`src/rtl/student_tlul_arb_pkg.sv`:
```
// Sizing helpers for the TL-UL host arbiter and its response-routing ID FIFO.
// Pure constants and functions; no logic.
package student_tlul_arb_pkg;

  localparam int DefaultOutstanding = 4;

  // Host index width; a single host still needs one bit of storage.
  function automatic int id_width(input int num);
    return (num > 1) ? $clog2(num) : 1;
  endfunction

  // Occupancy counter spans 0..depth inclusive.
  function automatic int occ_width(input int depth);
    return $clog2(depth) + 1;
  endfunction

endpackage

```
`src/rtl/tlul_pkg.sv`:
```
// Minimal TL-UL channel structs shared by hosts, devices and interconnect.
// A-channel request fields plus d_ready travel host->device; D-channel response plus a_ready travel back.
package tlul_pkg;

  typedef struct packed {
    logic        a_valid;
    logic [2:0]  a_opcode;
    logic [2:0]  a_param;
    logic [1:0]  a_size;
    logic [7:0]  a_source;
    logic [31:0] a_address;
    logic [3:0]  a_mask;
    logic [31:0] a_data;
    logic        d_ready;
  } tl_h2d_t;

  typedef struct packed {
    logic        d_valid;
    logic [2:0]  d_opcode;
    logic [2:0]  d_param;
    logic [1:0]  d_size;
    logic [7:0]  d_source;
    logic        d_sink;
    logic [31:0] d_data;
    logic        d_error;
    logic        a_ready;
  } tl_d2h_t;

endpackage

```
`src/rtl/student_tlul_arb_idfifo.sv`:
```
// In-order FIFO of granted host indices; push/pop take effect at the clock edge, dout is the head.
// Pushes while full and pops while empty are ignored; simultaneous push+pop keeps occupancy.
module student_tlul_arb_idfifo
  import student_tlul_arb_pkg::*;
#(
  parameter int WIDTH = 1,
  parameter int DEPTH = DefaultOutstanding
) (
  input  logic                          clk_i,
  input  logic                          rst_i,
  input  logic                          push_i,
  input  logic                          pop_i,
  input  logic [WIDTH-1:0]              din_i,
  output logic [WIDTH-1:0]              dout_o,
  output logic                          full_o,
  output logic                          empty_o,
  output logic [occ_width(DEPTH)-1:0]   count_o
);
  localparam int PtrW = (DEPTH > 1) ? $clog2(DEPTH) : 1;
  localparam int CntW = occ_width(DEPTH);

  logic [WIDTH-1:0] mem_q [DEPTH];
  logic [PtrW-1:0]  wr_q, wr_d, rd_q, rd_d;
  logic [CntW-1:0]  cnt_q, cnt_d;
  logic             do_push, do_pop;

  assign full_o  = (cnt_q == CntW'(DEPTH));
  assign empty_o = (cnt_q == '0);
  assign do_push = push_i && !full_o;
  assign do_pop  = pop_i && !empty_o;
  assign dout_o  = mem_q[rd_q];
  assign count_o = cnt_q;

  // DEPTH is a power of two, so pointers wrap naturally.
  always_comb begin
    wr_d  = wr_q;
    rd_d  = rd_q;
    cnt_d = cnt_q;
    if (do_push) wr_d = wr_q + PtrW'(1);
    if (do_pop)  rd_d = rd_q + PtrW'(1);
    case ({do_push, do_pop})
      2'b10:   cnt_d = cnt_q + CntW'(1);
      2'b01:   cnt_d = cnt_q - CntW'(1);
      default: cnt_d = cnt_q;
    endcase
  end

  always_ff @(posedge clk_i) begin
    if (rst_i) begin
      wr_q  <= '0;
      rd_q  <= '0;
      cnt_q <= '0;
    end else begin
      wr_q  <= wr_d;
      rd_q  <= rd_d;
      cnt_q <= cnt_d;
    end
  end

  always_ff @(posedge clk_i) begin
    if (do_push) mem_q[wr_q] <= din_i;
  end

endmodule

```
`src/rtl/student_tlul_arbiter.sv`:
```
// N-to-1 TL-UL host arbiter: zero-latency round-robin A grant held until handshake, D routed in order.
// Full ID FIFO blocks A; STUDENT_TLUL_ARB_FIXED_PRIO_EN selects lowest-index-wins instead of round-robin.
module student_tlul_arbiter
  import student_tlul_arb_pkg::*;
#(
  parameter int NUM         = 2,
  parameter int OUTSTANDING = DefaultOutstanding
) (
  input  logic                          clk_i,
  input  logic                          rst_i,
  input  tlul_pkg::tl_h2d_t [NUM-1:0]   tl_host_i,
  output tlul_pkg::tl_d2h_t [NUM-1:0]   tl_host_o,
  output tlul_pkg::tl_h2d_t             tl_device_o,
  input  tlul_pkg::tl_d2h_t             tl_device_i,
  output logic                          busy_o,
  output logic [$clog2(OUTSTANDING):0]  outstanding_o
);
  localparam int IdW  = id_width(NUM);
  localparam int OccW = occ_width(OUTSTANDING);

  logic [IdW-1:0]  rr_q, rr_d, gnt_q, gnt_d, grant, head;
  logic            lock_q, lock_d, gnt_vld;
  logic            fifo_full, fifo_empty, push, pop;
  logic            dev_a_vld, host_a_rdy, dev_d_rdy;
  logic [OccW-1:0] occ;
`ifndef STUDENT_TLUL_ARB_FIXED_PRIO_EN
  int              scan_idx;
`endif

  // Scan runs from the far end back so the last hit is the first host in priority order.
  always_comb begin
    grant   = gnt_q;
    gnt_vld = 1'b0;
`ifndef STUDENT_TLUL_ARB_FIXED_PRIO_EN
    scan_idx = 0;
`endif
    if (lock_q) begin
      gnt_vld = 1'b1;
    end else begin
`ifdef STUDENT_TLUL_ARB_FIXED_PRIO_EN
      for (int i = NUM - 1; i >= 0; i--) begin
        if (tl_host_i[i].a_valid) begin
          grant   = IdW'(i);
          gnt_vld = 1'b1;
        end
      end
`else
      for (int k = NUM - 1; k >= 0; k--) begin
        scan_idx = int'(rr_q) + k;
        if (scan_idx >= NUM) scan_idx = scan_idx - NUM;
        if (tl_host_i[scan_idx].a_valid) begin
          grant   = IdW'(scan_idx);
          gnt_vld = 1'b1;
        end
      end
`endif
    end
  end

  assign dev_a_vld  = !rst_i && gnt_vld && tl_host_i[grant].a_valid && !fifo_full;
  assign host_a_rdy = !rst_i && gnt_vld && tl_device_i.a_ready && !fifo_full;
  assign push       = dev_a_vld && tl_device_i.a_ready;
  // With nothing outstanding, stray responses are accepted and dropped.
  assign dev_d_rdy  = fifo_empty ? 1'b1 : tl_host_i[head].d_ready;
  assign pop        = !fifo_empty && tl_device_i.d_valid && dev_d_rdy;

  always_comb begin
    tl_device_o         = tl_host_i[grant];
    tl_device_o.a_valid = dev_a_vld;
    tl_device_o.d_ready = dev_d_rdy;
  end

  always_comb begin
    for (int i = 0; i < NUM; i++) begin
      tl_host_o[i]         = tl_device_i;
      tl_host_o[i].a_ready = host_a_rdy && (grant == IdW'(i));
      tl_host_o[i].d_valid = !rst_i && !fifo_empty && (head == IdW'(i)) && tl_device_i.d_valid;
    end
  end

  // A stalled request pins the grant so the device sees a stable payload.
  always_comb begin
    rr_d   = rr_q;
    gnt_d  = gnt_q;
    lock_d = lock_q;
    if (push) begin
      lock_d = 1'b0;
`ifndef STUDENT_TLUL_ARB_FIXED_PRIO_EN
      rr_d = (grant == IdW'(NUM - 1)) ? '0 : grant + IdW'(1);
`endif
    end else if (dev_a_vld) begin
      lock_d = 1'b1;
      gnt_d  = grant;
    end
  end

  always_ff @(posedge clk_i) begin
    if (rst_i) begin
      rr_q   <= '0;
      gnt_q  <= '0;
      lock_q <= 1'b0;
    end else begin
      rr_q   <= rr_d;
      gnt_q  <= gnt_d;
      lock_q <= lock_d;
    end
  end

  student_tlul_arb_idfifo #(
    .WIDTH (IdW),
    .DEPTH (OUTSTANDING)
  ) u_idfifo (
    .clk_i   (clk_i),
    .rst_i   (rst_i),
    .push_i  (push),
    .pop_i   (pop),
    .din_i   (grant),
    .dout_o  (head),
    .full_o  (fifo_full),
    .empty_o (fifo_empty),
    .count_o (occ)
  );

  assign busy_o        = !fifo_empty;
  assign outstanding_o = occ;

endmodule

```
`config.mk`:
```
export PLATFORM = sky130hd
export DESIGN_NAME = student_tlul_arbiter
export DESIGN_NICKNAME = d
export VERILOG_FILES = /design/src/rtl/student_tlul_arb_pkg.sv /design/src/rtl/tlul_pkg.sv /design/src/rtl/student_tlul_arb_idfifo.sv /design/src/rtl/student_tlul_arbiter.sv
export SDC_FILE = /design/constraint.sdc
export NUM_CORES = 1
export LEC_CHECK = 0
export CORE_AREA = 2 2 162 164
export CTS_BUF_LIST = sky130_fd_sc_hd__clkbuf_8
export CTS_CLUSTER_DIAMETER = 30
export CTS_CLUSTER_SIZE = 20
export DETAILED_ROUTE_END_ITERATION = 8
export DIE_AREA = 0 0 164 166
export GPL_TIMING_DRIVEN = 0
export SLEW_MARGIN = 20
export SYNTH_ARGS = -nofsm -noshare
export SYNTH_HDL_FRONTEND = slang
export SYNTH_HIERARCHICAL = 1
export SYNTH_SLANG_ARGS = --single-unit
```
`constraint.sdc`:
```
create_clock -name clk_i -period 3.1 [get_ports clk_i]
set_input_delay 0.31 -clock clk_i [delete_from_list [all_inputs] [get_ports clk_i]]
set_output_delay 0.31 -clock clk_i [all_outputs]
set_load 0.005 [all_outputs]
```
### After elaboration in Yosys (flattened, before gate mapping)

Memory sizes are Yosys's and may differ from the RTL's. A register that Yosys moved wholly into a read port is not among the register bits.
Index checks and enable logic that the tools add are counted.

* output and inout bits: 194
* memories kept: 1
* bits of input ports: 226
* bits in writable memories: 4
* register bits after elaboration: 10

Memory list
* u_idfifo.mem_q: depth 4, width 1, rd ports 1, clocked after memory_dff 1, wr ports 1, RTL line student_tlul_arb_idfifo.sv:22 `logic [WIDTH-1:0] mem_q [DEPTH];`

* mux-type cells: 27
* add/sub/neg operators: 8
* magnitude comparators: 6
* equal/unequal tests: 3
* bitwise operators: 3
* reductions and logical operators: 24

Operator list (count)
* $mux W86: 8
* $mux W32: 4
* $lt A32 B3 Y1 const B: 2
* $logic_and A1 B1 Y1: 17
* $mux W1: 12
* $pmux W3 S2: 1
* $add A2 B1 Y2 const B: 2
* $lt A1 B2 Y1 const B: 2
* $mux W2: 2
* $add A3 B1 Y3 const B: 1
* $eq A3 B3 Y1 const B: 1
* $logic_not A1 Y1: 3
* $logic_not A3 Y1: 1
* $not A1 Y1: 3
* $sub A1 B2 Y3 const B: 1
* $sub A2 B2 Y3 const B: 1
* $sub A3 B1 Y3 const B: 1
* $add A1 B1 Y2 const B: 1
* $eq A2 B1 Y1 const B: 1
* $eq A2 B2 Y1 const B: 1
* $ge A1 B2 Y1 const B: 1
* $ge A2 B2 Y1 const B: 1
* $reduce_and A2 Y1: 1
* $reduce_bool A2 Y1: 1
* 2 further kinds: 2

### Depth between registers and ports, before layout

* word-level depth: 18
* depth in mapped cells: 12
* depth with buffers taken out: 12

### Hierarchy

Netlist, hierarchy kept.

Modules (own cells, without submodules)
* student_tlul_arbiter: seq. area each 60.1 um^2, cells an instance 232, times used 1, area an instance 2059.5 um^2
* student_tlul_arb_idfifo: seq. area each 300.3 um^2, cells an instance 59, times used 1, area an instance 618.1 um^2

### Least setup slack after synthesis

Ideal clock, no wire load.

* path kind: flip-flop to flip-flop
* from: register (tool-made name)
* to: register u_idfifo.cnt_q[2] (netlist: u_idfifo/count_o[2])
* arrival: 2484 ps
* path slack: 546 ps
* cell stages (with the launch flop): 13
* library setup time: 70 ps
* buffers on the path: 0
* clock period less this slack: 2554 ps
* cells stage by stage: dfxtp_1 > mux4_2 > mux2i_1 > nand2_1 > and3_1 > o31ai_1 > inv_1 > ha_1 > inv_1 > fa_1 > xor2_1 > or3_1 > a21oi_1

RTL lines
* end signal, assigned: RTL line student_tlul_arb_idfifo.sv:56 `cnt_q <= cnt_d;`
* end, declared: RTL line student_tlul_arb_idfifo.sv:24 `logic [CntW-1:0] cnt_q, cnt_d;`

==> flow_metrics.py <==
metrics = {
    "status": {
        "status": "complete, no violations",
    },
    "finish": {
        "drive_above_1_share": 0.2530,
        "final_cell_mix": "clkdlybuf4s50_1 (367), buf_4 (104), mux2_2 (48)",
        "fillers": 2760,
        "final_area_um2": 6849,
        "antenna_cells": 0,
        "final_common_cell": "clkdlybuf4s50_1",
        "nets": 897,
        "area_growth_pct": 155.8,
    },
    "yosys": {
        "synth_edf_count": 4,
        "syn_inst": 291,
        "ys_async_sr_fraction": 0,
        "ys_types": 41,
        "synth_area_um2": 2678,
        "syn_nets": 523,
        "synth_area_per_cell_um2": 9.201,
        "synth-seq-cells": 16,
        "ys_seq_area_frac": 0.1346,
        "ys.flop_type": "dfxtp_1",
        "synth_warnings": 6,
    },
    "power": {
        "power_uw": 1367,
        "power_leakage_uw": 0.002701,
        "ir_drop_uv": 84.05,
        "p_per_area_nw_per_um2": 199.6,
    },
    "timing": {
        "hold_viol": 0,
        "setup_violations": 0,
        "worst_clock_skew_ns": 0.004782,
        "clock.fmax_mhz": 342.1,
        "finalCriticalPeriod_ns": 2.923,
        "rsz0062_at_grt": "false",
        "fin_crit_sh": 0.9430,
        "relSlewSlack": 0.5608,
        "tightestPinTransition_ns": 0.6559,
        "final_max_slew_viol_count": 0,
    },
    "floorplan": {
        "fp.dieH_um": 166,
        "rows": 59,
        "core_um2": 25620,
        "dieWidth_um": 164,
        "start_util": 0.1045,
        "io_pins": 420,
        "die-area_um2": 27220,
    },
    "routing": {
        "first_pass_iters": 4,
        "vias": 3360,
        "wl_met3_um": 2460,
        "ant_nets": 0,
        "met1_length_um": 5807,
        "drcViolationCount": 0,
        "routed_wl_um": 15410,
        "met2_length_um": 7007,
        "viasPerCell": 3.363,
        "drt_iter0_drc": 111,
        "post_drt_wl_per_cell_um": 15.43,
        "dr.max_layer_used": "met4",
    },
    "critical_path": {
        "start_kind": "primary input",
        "cp-end-kind": "output pin",
        "crit-reg2reg-launch": "u_idfifo/count_o[2]",
        "r2r_slack_ns": 0.32,
        "cp.arrival_ns": 2.61,
        "cp_max_fo": 10,
        "path_class": "primary input to output pin",
        "ff2ff_path_depth": 11,
        "cp.required_ns": 2.79,
        "reg2reg_to": "u_idfifo/count_o[2]",
    },
    "global_routing": {
        "track_usage": 0.1022,
        "grt_start_max_net_pins": 13,
        "overflow": 0,
        "grt_pass1_vias": 3367,
        "grt_pass1_wl_um": 20800,
        "antenna_found_initial": 0,
    },
    "clock_network": {
        "htree_levels": 1,
        "insertion_delay_ns": 0.25,
        "clk_pin_slew_ns": 0.07,
        "cts_tree": "yes",
        "clk_path_buf_depth": 2,
        "cts_buffers": 3,
        "cts-root-buf": "clkbuf_8",
        "cts.sinks": 16,
        "hold_buffers": 0,
    },
    "placed_design": {
        "routabilityCongestion": 0.7705,
        "dp.final_hpwl_um": 13890,
        "numPortBuffers": 368,
        "post_dp_cell_area_um2": 6780,
    },
    "run": {
        "maxCapViolations": 0,
    },
    "min_path": {
        "hold_start": "rst_i",
        "hold_end": "u_idfifo/count_o[1]",
        "hold_path_depth": 2,
        "min_path_type": "primary input to register",
    },
}
==> critical path, stage by stage <==
cell and delay [ns]:
clkdlybuf4s50_1 0.54, nor2b_1 0.21, a22oi_2 0.22, buf_4 0.19, clkbuf_4 0.25, mux2_2 0.37, clkdlybuf4s50_1 0.53
==> metal layers <==
metal	track usage	up-vias
met3	0.05844	10
met5	0	-
li1	-	1641
met2	0.1699	199
met1	0.1156	1510
met4	0.01564	0
==> through the flow <==
step | utilization | cells | hold slack, ns | setup slack [ns] | setup TNS (ns)
after floorplan | - | 291 | 0.4201 | 0.5460 | 0
after global placement | 0.2647 | 994 | 0.4789 | -0.4101 | -16.27
after detailed placement | 0.2647 | 994 | 0.5006 | -0.4160 | -18.31
after CTS | 0.2669 | 999 | 0.4038 | 0.02979 | 0
after global routing | 0.2674 | 999 | 0.4354 | 0.02007 | 0
final | 0.2674 | 999 | 0.4014 | 0.1766 | 0
==> area by class of cell <==
cell class	instances	area [µm²]	share of cell area
Inverter	12	45.04	0.006577
Timing Repair Buffer	369	3694	0.5393
Clock inverter	1	3.754	0.0005480
Multi-Input combinational cell	150	1435	0.2095
Tap cell	335	419.2	0.06120
Sequential cell	16	360.3	0.05261
Buffer	113	850.8	0.1242
Clock buffer	3	41.29	0.006028
==> kinds of logic after synthesis <==
| logic type | count (synthesis) | share of synthesized area |
|---|---|---|
| AOI/OAI and AO/OA | 20 | 0.04673 |
| and+or+nand+nor | 33 | 0.07290 |
| DFF | 16 | 0.1346 |
| muxes | 88 | 0.3738 |
| buffers and inverters | 125 | 0.3313 |
| adders and majority gates | 6 | 0.03084 |
| xor gates and xnor gates | 3 | 0.009815 |
==> report_power, final <==
group	total (µW)	internal (µW)	switching, µW
Combinational	980	698	282
Clock	157	87.7	69.5
Sequential	229	222	7.94
Total	1370	1010	359
==> cell usage after synthesis (4+ instances only) <==
cell type	count	area (µm²)
a21oi_1	7	35.03
mux2_1	38	427.9
o21ai_0	4	20.02
dfxtp_1	12	240.2
and2_1	4	25.02
edfxtp_1	4	120.1
inv_1	12	45.04
buf_2	4	20.02
buf_4	104	780.8
nor2_1	9	33.78
ha_1	5	62.56
mux2_2	48	540.5
==> how the worst max path moves through the flow <==
stage               slack [ns]             endpoint  cells past startpoint            from
finish                    0.18      tl_device_o[71]                      7  tl_host_i[171]
global route              0.02  u_idfifo/count_o[2]                     13  tl_host_i[171]
CTS                       0.03      tl_device_o[35]                      7   tl_host_i[85]
detailed placement       -0.42      tl_device_o[35]                      7   tl_host_i[85]
global placement         -0.41      tl_device_o[35]                      7   tl_host_i[85]
floorplan                 0.55  u_idfifo/count_o[2]                     12        register
==> timing repair <==
action / in CTS / in global routing
buffers inserted: 1 / 0
setup endpoints to repair: 86 / 16
gates resized for setup: 1 / 4
pin swaps: 1 / 0
Note: power is estimated with default switching activity, not from simulation.
